`config.mk`:
```
export PLATFORM = sky130hd
export DESIGN_NAME = mastermind_grader
export DESIGN_NICKNAME = d
export VERILOG_FILES = /design/src/rtl/mastermind_grader.sv
export SDC_FILE = /design/constraint.sdc
export NUM_CORES = 1
export LEC_CHECK = 0
export BUFFER_PORTS_ARGS = -buffer_cell sky130_fd_sc_hd__buf_4
export CAP_MARGIN = 25
export CORE_MARGIN = 2
export CORE_UTILIZATION = 54
export DETAILED_ROUTE_END_ITERATION = 12
export PLACE_DENSITY = 0.73
export SYNTH_ARGS = -nofsm -noshare
export SYNTH_HDL_FRONTEND = slang
export SYNTH_SLANG_ARGS = --single-unit
```
`constraint.sdc`:
```
create_clock -name clock -period 5 [get_ports clock]
set_input_delay 1 -clock clock [delete_from_list [all_inputs] [get_ports clock]]
set_output_delay 1 -clock clock [all_outputs]
set_load 0.005 [all_outputs]
```
`src/rtl/mastermind_grader.sv`:
```
// Mastermind grader: scores a guess against a stored secret, reporting
// right-place (znarly) and wrong-place (zood) counts.
//
// Ports:
//   clock         in   rising-edge clock
//   reset_L       in   asynchronous active-low reset
//   masterPattern in   secret, taken on an accepted loadMaster
//   loadMaster    in   load secret and start a new game (IDLE only)
//   guess         in   guess, taken on an accepted gradeIt
//   gradeIt       in   start grading (IDLE, no win, no game over)
//   clearGame     in   synchronous abort/clear, highest priority
//   znarly        out  right shape, right position count
//   zood          out  right shape, wrong position count
//   gradeValid    out  one-cycle pulse when znarly/zood update
//   busy          out  grade in progress
//   roundNumber   out  completed grades this game
//   gameWon       out  sticky win flag
//   gameOver      out  round limit hit without a win
//
// Option: define GRADER_ROUND_LIMIT_EN to end the game after
// MAX_ROUNDS grades without a win; otherwise gameOver is 0 and
// roundNumber wraps.

module mastermind_grader #(
    parameter  int NUM_POS    = 4,
    parameter  int SHAPE_W    = 3,
    parameter  int MAX_ROUNDS = 8,
    localparam int PW         = NUM_POS * SHAPE_W,
    localparam int CW         = $clog2(NUM_POS + 1),
    localparam int RW         = $clog2(MAX_ROUNDS + 1)
) (
    input  logic          clock,
    input  logic          reset_L,
    input  logic [PW-1:0] masterPattern,
    input  logic          loadMaster,
    input  logic [PW-1:0] guess,
    input  logic          gradeIt,
    input  logic          clearGame,
    output logic [CW-1:0] znarly,
    output logic [CW-1:0] zood,
    output logic          gradeValid,
    output logic          busy,
    output logic [RW-1:0] roundNumber,
    output logic          gameWon,
    output logic          gameOver
);

    localparam int S   = 1 << SHAPE_W;
    localparam int PCW = (NUM_POS > 1) ? $clog2(NUM_POS) : 1;

    typedef enum logic [1:0] {
        IDLE,
        SCAN,
        TALLY,
        DONE
    } state_t;

    state_t state_q, state_d;

    logic [PW-1:0]        secret_q, secret_d;
    logic [PW-1:0]        guess_q, guess_d;
    logic [PCW-1:0]       pos_q, pos_d;
    logic [SHAPE_W-1:0]   shp_q, shp_d;
    logic [S-1:0][CW-1:0] mhist_q, mhist_d;
    logic [S-1:0][CW-1:0] ghist_q, ghist_d;
    logic [CW-1:0]        hit_q, hit_d;
    logic [CW-1:0]        total_q, total_d;
    logic [CW-1:0]        znarly_q, znarly_d;
    logic [CW-1:0]        zood_q, zood_d;
    logic                 valid_q, valid_d;
    logic                 won_q, won_d;
    logic [RW-1:0]        round_q, round_d;
    logic                 over_w;

`ifdef GRADER_ROUND_LIMIT_EN
    logic over_q, over_d;
    assign over_w = over_q;
`else
    assign over_w = 1'b0;
`endif

    logic [SHAPE_W-1:0] m_sym, g_sym;
    logic [CW-1:0]      mh, gh, lo;

    // Shapes at the position currently being scanned
    always_comb begin
        m_sym = '0;
        g_sym = '0;
        for (int i = 0; i < NUM_POS; i++) begin
            if (pos_q == PCW'(i)) begin
                m_sym = secret_q[i*SHAPE_W +: SHAPE_W];
                g_sym = guess_q[i*SHAPE_W +: SHAPE_W];
            end
        end
    end

    // Shapes matched regardless of position, for the shape in tally
    always_comb begin
        mh = mhist_q[shp_q];
        gh = ghist_q[shp_q];
        lo = (mh < gh) ? mh : gh;
    end

    always_comb begin
        state_d  = state_q;
        secret_d = secret_q;
        guess_d  = guess_q;
        pos_d    = pos_q;
        shp_d    = shp_q;
        mhist_d  = mhist_q;
        ghist_d  = ghist_q;
        hit_d    = hit_q;
        total_d  = total_q;
        znarly_d = znarly_q;
        zood_d   = zood_q;
        valid_d  = 1'b0;
        won_d    = won_q;
        round_d  = round_q;
`ifdef GRADER_ROUND_LIMIT_EN
        over_d   = over_q;
`endif
        if (clearGame) begin
            state_d  = IDLE;
            pos_d    = '0;
            shp_d    = '0;
            mhist_d  = '0;
            ghist_d  = '0;
            hit_d    = '0;
            total_d  = '0;
            znarly_d = '0;
            zood_d   = '0;
            won_d    = 1'b0;
            round_d  = '0;
`ifdef GRADER_ROUND_LIMIT_EN
            over_d   = 1'b0;
`endif
        end else begin
            unique case (state_q)
                IDLE: begin
                    if (loadMaster) begin
                        secret_d = masterPattern;
                        round_d  = '0;
                        znarly_d = '0;
                        zood_d   = '0;
                        won_d    = 1'b0;
`ifdef GRADER_ROUND_LIMIT_EN
                        over_d   = 1'b0;
`endif
                    end else if (gradeIt && !won_q && !over_w) begin
                        guess_d = guess;
                        pos_d   = '0;
                        mhist_d = '0;
                        ghist_d = '0;
                        hit_d   = '0;
                        total_d = '0;
                        state_d = SCAN;
                    end
                end
                SCAN: begin
                    if (m_sym == g_sym) begin
                        hit_d = hit_q + 1'b1;
                    end
                    mhist_d[m_sym] = mhist_q[m_sym] + 1'b1;
                    ghist_d[g_sym] = ghist_q[g_sym] + 1'b1;
                    pos_d = pos_q + 1'b1;
                    if (pos_q == PCW'(NUM_POS - 1)) begin
                        pos_d   = '0;
                        shp_d   = '0;
                        state_d = TALLY;
                    end
                end
                TALLY: begin
                    total_d = total_q + lo;
                    shp_d   = shp_q + 1'b1;
                    if (shp_q == SHAPE_W'(S - 1)) begin
                        state_d = DONE;
                    end
                end
                DONE: begin
                    znarly_d = hit_q;
                    // total counts every shared shape, so the
                    // exact hits are removed to leave zood
                    zood_d   = total_q - hit_q;
                    valid_d  = 1'b1;
                    round_d  = round_q + 1'b1;
                    if (hit_q == CW'(NUM_POS)) begin
                        won_d = 1'b1;
                    end
`ifdef GRADER_ROUND_LIMIT_EN
                    else if (round_q == RW'(MAX_ROUNDS - 1)) begin
                        over_d = 1'b1;
                    end
`endif
                    state_d = IDLE;
                end
                default: state_d = IDLE;
            endcase
        end
    end

    always_ff @(posedge clock or negedge reset_L) begin
        if (!reset_L) begin
            state_q <= IDLE;
        end else begin
            state_q <= state_d;
        end
    end

    always_ff @(posedge clock or negedge reset_L) begin
        if (!reset_L) begin
            secret_q <= '0;
            guess_q  <= '0;
            pos_q    <= '0;
            shp_q    <= '0;
            mhist_q  <= '0;
            ghist_q  <= '0;
            hit_q    <= '0;
            total_q  <= '0;
            znarly_q <= '0;
            zood_q   <= '0;
            valid_q  <= 1'b0;
            won_q    <= 1'b0;
            round_q  <= '0;
`ifdef GRADER_ROUND_LIMIT_EN
            over_q   <= 1'b0;
`endif
        end else begin
            secret_q <= secret_d;
            guess_q  <= guess_d;
            pos_q    <= pos_d;
            shp_q    <= shp_d;
            mhist_q  <= mhist_d;
            ghist_q  <= ghist_d;
            hit_q    <= hit_d;
            total_q  <= total_d;
            znarly_q <= znarly_d;
            zood_q   <= zood_d;
            valid_q  <= valid_d;
            won_q    <= won_d;
            round_q  <= round_d;
`ifdef GRADER_ROUND_LIMIT_EN
            over_q   <= over_d;
`endif
        end
    end

    assign znarly      = znarly_q;
    assign zood        = zood_q;
    assign gradeValid  = valid_q;
    assign busy        = (state_q != IDLE);
    assign roundNumber = round_q;
    assign gameWon     = won_q;
    assign gameOver    = over_w;

endmodule

```
==> results.cfg, run 1 <==
[global_route]
grt_pass1_vias = 4322
track_usage_pct = 24.30
grt-ovfl-total = 0
antenna_found_initial = 0
grt_pass1_wl_um = 21640
grt_start_max_net_pins = 61

[synth]
yosysTopAreaCell = dfrtp_1
yosys_register_bits = 97
synthTopCellsByCount = dfrtp_1 (97), nand2_1 (65), o21ai_0 (43), nor2_1 (36), mux2_2 (30)
synth_top_cells_by_area = dfrtp_1 (43%), mux2_2 (6.0%), mux4_2 (5.2%), a22o_1 (4.3%), nand2_1 (4.3%)
synth_edf_count = 0
synthesis.area_sq_um = 5674
ys_seq_area_share_pct = 42.78
synthDistinctLibCells = 71
synth_most_common_cell = dfrtp_1
syn_nets = 590
ys.flop_type = dfrtp_1
yosysTopAreaCellShare_pct = 42.78
synthesis.instances = 540
avgSynthCellArea_sq_um = 10.51
async_flop_share_pct = 100.0
yosysWarningCount = 0

[setup_path]
cp_common_cell = ha_1
critPathSlowestCell = ha_1
endpoint_kind = register
worstSetupPathType = register to register
startpoint_type = register
cp_cell_sequence = ha_1 > nand2b_2 > o22ai_1 > a31oi_2 > nand2_1 > and3_1 > a311o_1 > o21ai_0 > ha_1 > nor2_1 > and3_4 > a221o_1
crit_arrival_ns = 4.05
cp_max_fo = 12
slowest_delay_ns = 0.61
required_ns = 5.26

[route]
firstDrtPassIters = 5
via_per_inst = 6.272
routed_wl_um = 13000
drc = 0
wl_per_cell_um = 18.33
ant_nets = 0
drt_iter0_drc = 362
via_count = 4447

[clock_network]
clockBufferDepth = 2
cts_buffers = 9
worstSkewPairLatency_ns = 0.38
cts_tree = built
clk_pin_slew_worst_paths_ns = 0.09
cts.sinks = 97
post-cts-setup-buffers = 0
root_buffer = clkbuf_8
cts_resized = 0
htree_levels = 3
cts_hold_buf = 0

[sta]
finalClockSkew_ns = 0.01173
max_clock_freq_ghz = 0.2635
tightest_slew_ns = 0.9225
max_slew_margin_pct = 38.50
period_share_pct = 75.90
hold_viol_final = 0
slew_violations = 0
timing.setup.tns_ns = 0
finalSetupViolCount = 0
rsz0062_at_grt = no
period_needed_ns = 3.795

[power_and_ir_drop]
leakage_nw = 2.712
ir_worst_vdd_v = 0.0002950
powerDensity_nw_per_um2 = 483.5

[placement]
place.port_buffers = 41
gp_congestion = 0.9014
placed_cells = 694
dp_hpwl_um = 9469

[layout]
diodes = 0
drive_gt1_share_pct = 22.51
fin_cells = 709
fin_nets = 619
fillers = 856
syn_to_final_growth_pct = 9.636

[floorplan]
ioPinCount = 43
placementRows = 37
die_area_sq_um = 11340
initial_core_util_pct = 55.21
die_height_um = 106.5
die_w_um = 106.5
coreArea_sq_um = 10280

[job]
maxCapViolCount = 0

[run_status]
status = complete, no violations

[min_path]
hp-class = register to register
## worst paths after layout
kind | startpoint | to | depth (start not counted) | slack, ns
setup / recovery | pos_q[1] | mhist_q[11] | 12 | 1.20
hold / removal | zood[2] | zood[2] | 2 | 0.49
setup reg to reg | pos_q[1] | mhist_q[11] | 12 | 1.20
hold reg to reg | zood[2] | zood[2] | 2 | 0.49
max in group asynchronous | reset_L | ghist_q[8] | 2 | 3.31
min in group asynchronous | reset_L | zood[1] | 1 | 0.58
## state kept, by name, summed over array words and instances (netlist names)
name and count:
hit_q 3, secret_q 12, state_q 2, pos_q 2, znarly 3, zood 3, mhist_q 24, roundNumber 4
shp_q 3, total_q 3, guess_q 12, ghist_q 24, gameWon 1, gradeValid 1
## power breakdown
part,switching (W),internal [W]
clock,0.000273,0.000193
combinational,0.000976,0.000547
sequential,0.000107,0.000912
## stage by stage
step	setup WS, ns	instance area [sq um]	hold WS (ns)	utilization, %	total power (W)
after floorplan	1.665	5674	0.4453	-	0.002179
after global placement	1.307	6050	0.4669	58.86	0.002502
after detailed placement	1.272	6050	0.4760	58.86	0.002525
after CTS	1.226	6221	0.4956	60.53	0.002997
after global routing	0.9733	6221	0.5314	60.53	0.003211
final	1.205	6221	0.4926	60.53	0.003008
## metal layers
metal / vias to the layer above / GRT usage [%] / part of all wire [%] / routed length [um]
li1: 2034 / - / - / -
met1: 2186 / 34.37 / 45 / 5878
met2: 200 / 36.13 / 45 / 5850
met3: 27 / 5.579 / 7.4 / 963
met4: 0 / 10.20 / 2.4 / 307
met5: - / 0 / 0 / 0
## critical path, delay by kind of cell (launching register included)
family          cells  cell delay, ns
compound gates      5            1.32
fa+ha+maj           2            1.05
simple gates        5            0.91
flops               1            0.40
## cells by family (layout without fill, tap and decap cells)
kind of cell	count (synthesis)	count (layout)	share of synthesized area, %
simple gates	170	170	14.91
compound gates	138	138	18.24
flops	97	97	42.78
mux	59	59	14.02
buf+inv	45	78	3.704
fa+ha+maj	21	21	4.895
xor+xnor	9	9	1.389
other cells	1	1	0.06609
## final cells by class
class                      instances  area, sq um  area share [%]
clock inverter                     4        30.03          0.4827
sequential                        97         2427           39.02
inverter                          16        62.56           1.006
timing repair buffer              47        352.8           5.672
tap                              136        170.2           2.735
multi-input combinational        398         3037           48.81
clock buffer                      11        141.4           2.273
## layout by cell type (no fill, tap or decap), drive strengths merged, types with 15 or more instances in the layout
| master | n |
|---|---|
| dfrtp | 97 |
| nor2 | 37 |
| nand2 | 66 |
| ha | 19 |
| mux2 | 31 |
| o21ai | 51 |
| mux2i | 15 |
| a22o | 28 |
| buf | 47 |
| inv | 16 |
| nor3 | 16 |
No activity file was read; power rests on OpenSTA's default activity.
==> run 2, diff against run 1 <==
--- a/config.mk
+++ b/config.mk
@@ -5,6 +5,7 @@
 export SDC_FILE = /design/constraint.sdc
 export NUM_CORES = 1
 export LEC_CHECK = 0
+export ABC_AREA = 1
 export BUFFER_PORTS_ARGS = -buffer_cell sky130_fd_sc_hd__buf_4
 export CAP_MARGIN = 25
 export CORE_MARGIN = 2
==> constraint.sdc (replaced) <==
create_clock -name clock -period 3.6 [get_ports clock]
set_input_delay 0.72 -clock clock [delete_from_list [all_inputs] [get_ports clock]]
set_output_delay 0.72 -clock clock [all_outputs]
set_load 0.005 [all_outputs]
==> run 2 against run 1 <==
Critical path depth up 4. Hold slack worse by 0.17 ns. Wire length up 18%. Via count up 22%. Area after synthesis up 3.7%. Highest routed layer unchanged. Sequential share of layout area down 1.9 points. Synthesized cell count up 42%.
==> results.cfg, run 2 <==
[floorplan]
die_area_sq_um = 11750
ioPinCount = 43
die_height_um = 108.4
die_w_um = 108.4
placementRows = 38
coreArea_sq_um = 10750
initial_core_util_pct = 54.77

[layout]
drive_gt1_share_pct = 15.19
final_common_cell = nand2_1
fin_nets = 855
syn_to_final_growth_pct = 11.31
fin_area_sq_um = 6551
fillers = 1004
reg_top3 = ghist_q (24), mhist_q (24)
final_cell_mix = nand2_1 (190), inv_1 (102), dfrtp_1 (96)
diodes = 0

[setup_path]
reg2reg_depth = 16
worstSetupPathType = register to register
r2r_end = mhist_q[14]
startpoint_type = register
crit_arrival_ns = 3.58
r2r-start = pos_q[0]
r2r_slack_ns = 0.29
cp_max_fo = 16
required_ns = 3.88
endpoint_kind = register

[clock_network]
clk_pin_slew_worst_paths_ns = 0.10
cts_tree = built
cts.sinks = 97
cts_buffers = 9
clockBufferDepth = 2
worstSkewPairLatency_ns = 0.39
root_buffer = clkbuf_8
htree_levels = 3

[synth]
syn_nets = 815
yosysTopAreaCellShare_pct = 41.24
ys_seq_area_share_pct = 41.24
async_flop_share_pct = 100.0
synth_edf_count = 0
yosysTopAreaCell = dfrtp_1
ys.flop_type = dfrtp_1
yosysWarningCount = 0
avgSynthCellArea_sq_um = 7.694
synthesis.area_sq_um = 5886
synthDistinctLibCells = 43
synth_most_common_cell = nand2_1
synth_top_cells_by_area = dfrtp_1 (41%), nand2_1 (12%), inv_1 (6.6%), nand3_1 (4.9%), o21ai_0 (4.9%)
yosys_register_bits = 97
synthTopCellsByCount = nand2_1 (190), inv_1 (103), dfrtp_1 (97), nand3_1 (58), o21ai_0 (58)
synthesis.instances = 765

[global_route]
grt_pass1_wl_um = 25150
grt_pass1_vias = 5010
grt_start_max_net_pins = 50
grt-ovfl-total = 0
track_usage_pct = 27.75
antenna_found_initial = 0

[sta]
period_needed_ns = 3.306
max_slew_margin_pct = 57.65
tightest_slew_ns = 0.6334
hold_viol_final = 0
timing.setup.tns_ns = 0
max_clock_freq_ghz = 0.3025
rsz0062_at_grt = no
finalSetupViolCount = 0
finalClockSkew_ns = 0.01052
period_share_pct = 91.83
worst_hold_slack_ns = 0.3267
slew_violations = 0

[run_status]
status = complete, no violations

[route]
via_count = 5444
drt_iter0_drc = 521
via_per_inst = 5.731
drc = 0
routed_wl_um = 15390
wl_per_cell_um = 16.20
ant_nets = 0
firstDrtPassIters = 5

[power_and_ir_drop]
powerDensity_nw_per_um2 = 881.4
p_clk_share_pct = 14.5
seqPwrFrac_pct = 26.2
leakage_nw = 3.305
ir_worst_vdd_v = 0.0004211
p_int_w = 0.002767
p_sw_w = 0.003007
power.share.combinational_pct = 59.3
power.share.switching_pct = 52.08

[placement]
gp_congestion = 0.9966
place.port_buffers = 41
dp_hpwl_um = 11270
dpl_cell_area_sq_um = 6285

[job]
maxCapViolCount = 0

[min_path]
hp-class = primary input to async pin
run 2: stage by stage:
| stage | std cells | power, W | util (%) | setup WS, ns |
|---|---|---|---|---|
| 3_3_place_gp | 930 | 0.004692 | 58.49 | 0.4688 |
| 4_1_cts | 946 | 0.005670 | 60.67 | 0.2860 |
| 2_1_floorplan | 765 | 0.004040 | - | 0.5293 |
| 6_report | 950 | 0.005774 | 60.97 | 0.2941 |
| 3_5_place_dp | 930 | 0.004812 | 58.49 | 0.3129 |
| 5_1_grt | 950 | 0.006230 | 60.97 | 0.02263 |
run 2: metal layers:
layer / wire, um / global-route usage [%] / share of wire (%) / vias up
li1: - / - / - / 2584
met1: 6885 / 39.18 / 45 / 2588
met2: 6938 / 42.81 / 45 / 236
met3: 1178 / 5.425 / 7.7 / 36
met4: 392 / 9.524 / 2.5 / 0
met5: 0 / 0 / 0 / -
run 2: power groups by stage:
stage                     Sequential, W  Combinational [W]  Clock (W)
after floorplan                 0.00146            0.00258          0
after global placement          0.00151            0.00318          0
after detailed placement        0.00153            0.00328          0
after CTS                       0.00151            0.00332   0.000844
after global routing            0.00154            0.00380   0.000894
final                           0.00151            0.00342   0.000838
run 2: area by class of cell:
| cell class | instances | area [sq um] | area share [%] |
|---|---|---|---|
| inverters | 110 | 416.7 | 6.360 |
| clock inverters | 6 | 96.34 | 1.471 |
| repair inverters | 1 | 5.005 | 0.07639 |
| flip-flops and latches | 97 | 2429 | 37.07 |
| well taps | 140 | 175.2 | 2.674 |
| multi-input cells | 535 | 2897 | 44.21 |
| clock buffers | 10 | 137.6 | 2.101 |
| repair buffers | 51 | 395.4 | 6.035 |
run 2: kinds of logic after synthesis:
group | synth area share [%]
and+or+nand+nor | 25.34
xor gates and xnor gates | 1.020
buffers and inverters | 9.545
AOI/OAI and AO/OA | 14.63
adders and majority gates | 4.719
other | 0.06371
muxes | 3.444
DFF | 41.24
run 2: timing repair:
action	4_1_cts	5_1_grt
hold buffers	0	0
setup buffers	0	3
gates resized for setup	0	2
setup endpoints to repair	0	1
run 2: worst max-delay path, stage by stage (launching register included):
cell and delay [ns]:
dfrtp_1 0.42, inv_1 0.13, ha_1 0.42, inv_1 0.11, nand3_1 0.11, nand2_2 0.09
nand2_2 0.28, inv_1 0.20, nand2_1 0.16, nor2_1 0.07, nor3_1 0.25, nand2_1 0.10
inv_1 0.07, ha_1 0.16, nand3_1 0.34, nand3_1 0.21, nand2_1 0.07
run 2: worst max-delay path by stage:
stage | cells past startpoint | slack, ns | to | startpoint
after detailed placement | 18 | 0.31 | total_q[2] | shp_q[0]
after global placement | 18 | 0.47 | total_q[2] | shp_q[0]
after CTS | 18 | 0.29 | total_q[2] | shp_q[0]
after floorplan | 21 | 0.53 | total_q[2] | shp_q[0]
final | 16 | 0.29 | mhist_q[14] | pos_q[0]
after global routing | 16 | 0.02 | mhist_q[17] | pos_q[0]
==> run 3, diff against run 2 <==
--- a/config.mk
+++ b/config.mk
@@ -11,7 +11,7 @@
 export CORE_MARGIN = 2
 export CORE_UTILIZATION = 54
 export DETAILED_ROUTE_END_ITERATION = 12
-export PLACE_DENSITY = 0.73
+export PLACE_DENSITY = 0.78
 export SYNTH_ARGS = -nofsm -noshare
 export SYNTH_HDL_FRONTEND = slang
 export SYNTH_SLANG_ARGS = --single-unit
==> run 3 against run 2 <==
Register-to-register slack about the same. Critical path type unchanged. Clock skew increased by 0.0069 ns. Wire length decreased by 0.47%.
==> results.cfg, run 3 (synthesis results as in run 2) <==
[sta]
period_share_pct = 91.42
hold_viol_final = 0
finalClockSkew_ns = 0.01745
max_slew_margin_pct = 43.52
tightest_slew_ns = 0.8471
slew_violations = 0
timing.setup.tns_ns = 0
max_clock_freq_ghz = 0.3039
rsz0062_at_grt = no
finalSetupViolCount = 0
setup_ws_ns = 0.3090
period_needed_ns = 3.291

[setup_path]
crit_arrival_ns = 3.52
required_ns = 3.83
startpoint = pos_q[0]
cp_max_fo = 20
critPathSlowestCell = dfrtp_1
cpLargestDelayFamily = simple AND/OR/NAND/NOR gates
cp_common_cell = inv_1
r2r-start = pos_q[0]
path_buf_inv = 4
cp_cell_sequence = inv_1 > ha_1 > inv_1 > nor2_1 > nor2_1 > nand2_2 > nand2_2 > inv_1 > nor2_2 > a22oi_1 > nand4_1 > ha_1 > inv_1 > o22ai_1
slowest_delay_ns = 0.43
endpoint_kind = register
worstSetupPathType = register to register
startpoint_type = register

[clock_network]
cts_tree = built
htree_levels = 3
root_buffer = clkbuf_8
cts_hold_buf = 0
clockBufferDepth = 2
cts_buffers = 9
clk_pin_slew_worst_paths_ns = 0.10
cts.sinks = 97
worstSkewPairLatency_ns = 0.38

[layout]
fin_cells = 948
diodes = 0
fin_area_sq_um = 6499
final_cell_mix = nand2_1 (190), inv_1 (102), dfrtp_1 (96)
syn_to_final_growth_pct = 10.42
drive_gt1_share_pct = 14.85
final_common_cell = nand2_1
regArea_sq_um = 2429
fin_nets = 853
multiInputGateArea_sq_um = 2897
reg_top3 = ghist_q (24), mhist_q (24)
fillers = 1003

[run_status]
status = complete, no violations

[global_route]
track_usage_pct = 27.52
grt_start_max_net_pins = 66
grt_pass1_vias = 5132
antenna_found_initial = 0
grt-ovfl-total = 0
grt_pass1_wl_um = 25300

[route]
wl_per_cell_um = 16.16
ant_nets = 0
drc = 0
drt_iter0_drc = 486
via_count = 5368
routed_wl_um = 15320
via_per_inst = 5.662
firstDrtPassIters = 5

[placement]
pre_cts_ws_ns = 0.1759
place.port_buffers = 41
dpl_cell_area_sq_um = 6287
gp_congestion = 0.9836
dp_hpwl_um = 11050
placed_cells = 932

[power_and_ir_drop]
ir_worst_vdd_v = 0.0004634
leakage_nw = 3.281
powerDensity_nw_per_um2 = 868.4
power_w = 0.005643

[floorplan]
ioPinCount = 43
initial_core_util_pct = 54.77
coreArea_sq_um = 10750
die_height_um = 108.4
die_area_sq_um = 11750
die_w_um = 108.4
placementRows = 38

[job]
maxCapViolCount = 0

[min_path]
hp-class = primary input to async pin
run 3: cell count changes in the layout (fill, tap and decap cells not counted):
cell        before  now
bufinv_16        2    1
clkbuf_1         0    1
buf_12           1    0
inv_6            1    0
inv_8            1    0
clkinv_2         0    1
clkinvlp_2       1    0
clkbuf_8        10   11
run 3: metal layers:
metal,track usage [%],part of all wire (%)
met1,36.87,43
met4,10.99,2.1
met5,0,0
met2,44.06,47
met3,5.184,8.0
run 3: final timing paths:
check | to | slack [ns] | cells after the start
worst max-delay path | ghist_q[4] | 0.31 | 14
worst min-delay path | secret_q[3] | 0.44 | 1
worst max register to register | ghist_q[4] | 0.31 | 14
worst min register to register | mhist_q[8] | 0.49 | 2
max in group asynchronous | ghist_q[1] | 2.34 | 2
min in group clock | mhist_q[8] | 0.49 | 2
run 3: stage by stage:
step                      utilization (%)  hold slack, ns
after floorplan                         -          0.4244
after global placement              58.51          0.4668
after detailed placement            58.51          0.4672
after CTS                           60.43          0.4791
after global routing                60.48          0.5120
final                               60.48          0.4382
run 3: cell type report:
type | instances | share of cell area [%]
multi-input cells | 535 | 44.57
repair buffers | 50 | 5.776
well taps | 140 | 2.695
clock buffers | 12 | 2.387
flip-flops and latches | 97 | 37.37
inverters | 110 | 6.411
clock inverters | 4 | 0.7894
run 3: power by group:
group          leakage [nW]  switching [W]  internal (W)
combinational          1.89        0.00238       0.00101
sequential             1.29       0.000172       0.00134
clock                 0.103       0.000389      0.000360
run 3: timing repair:
action                                  4_1_cts  5_1_grt
buffers inserted                              0        0
gates resized for setup                       0        2
endpoints found under the setup margin        0        1
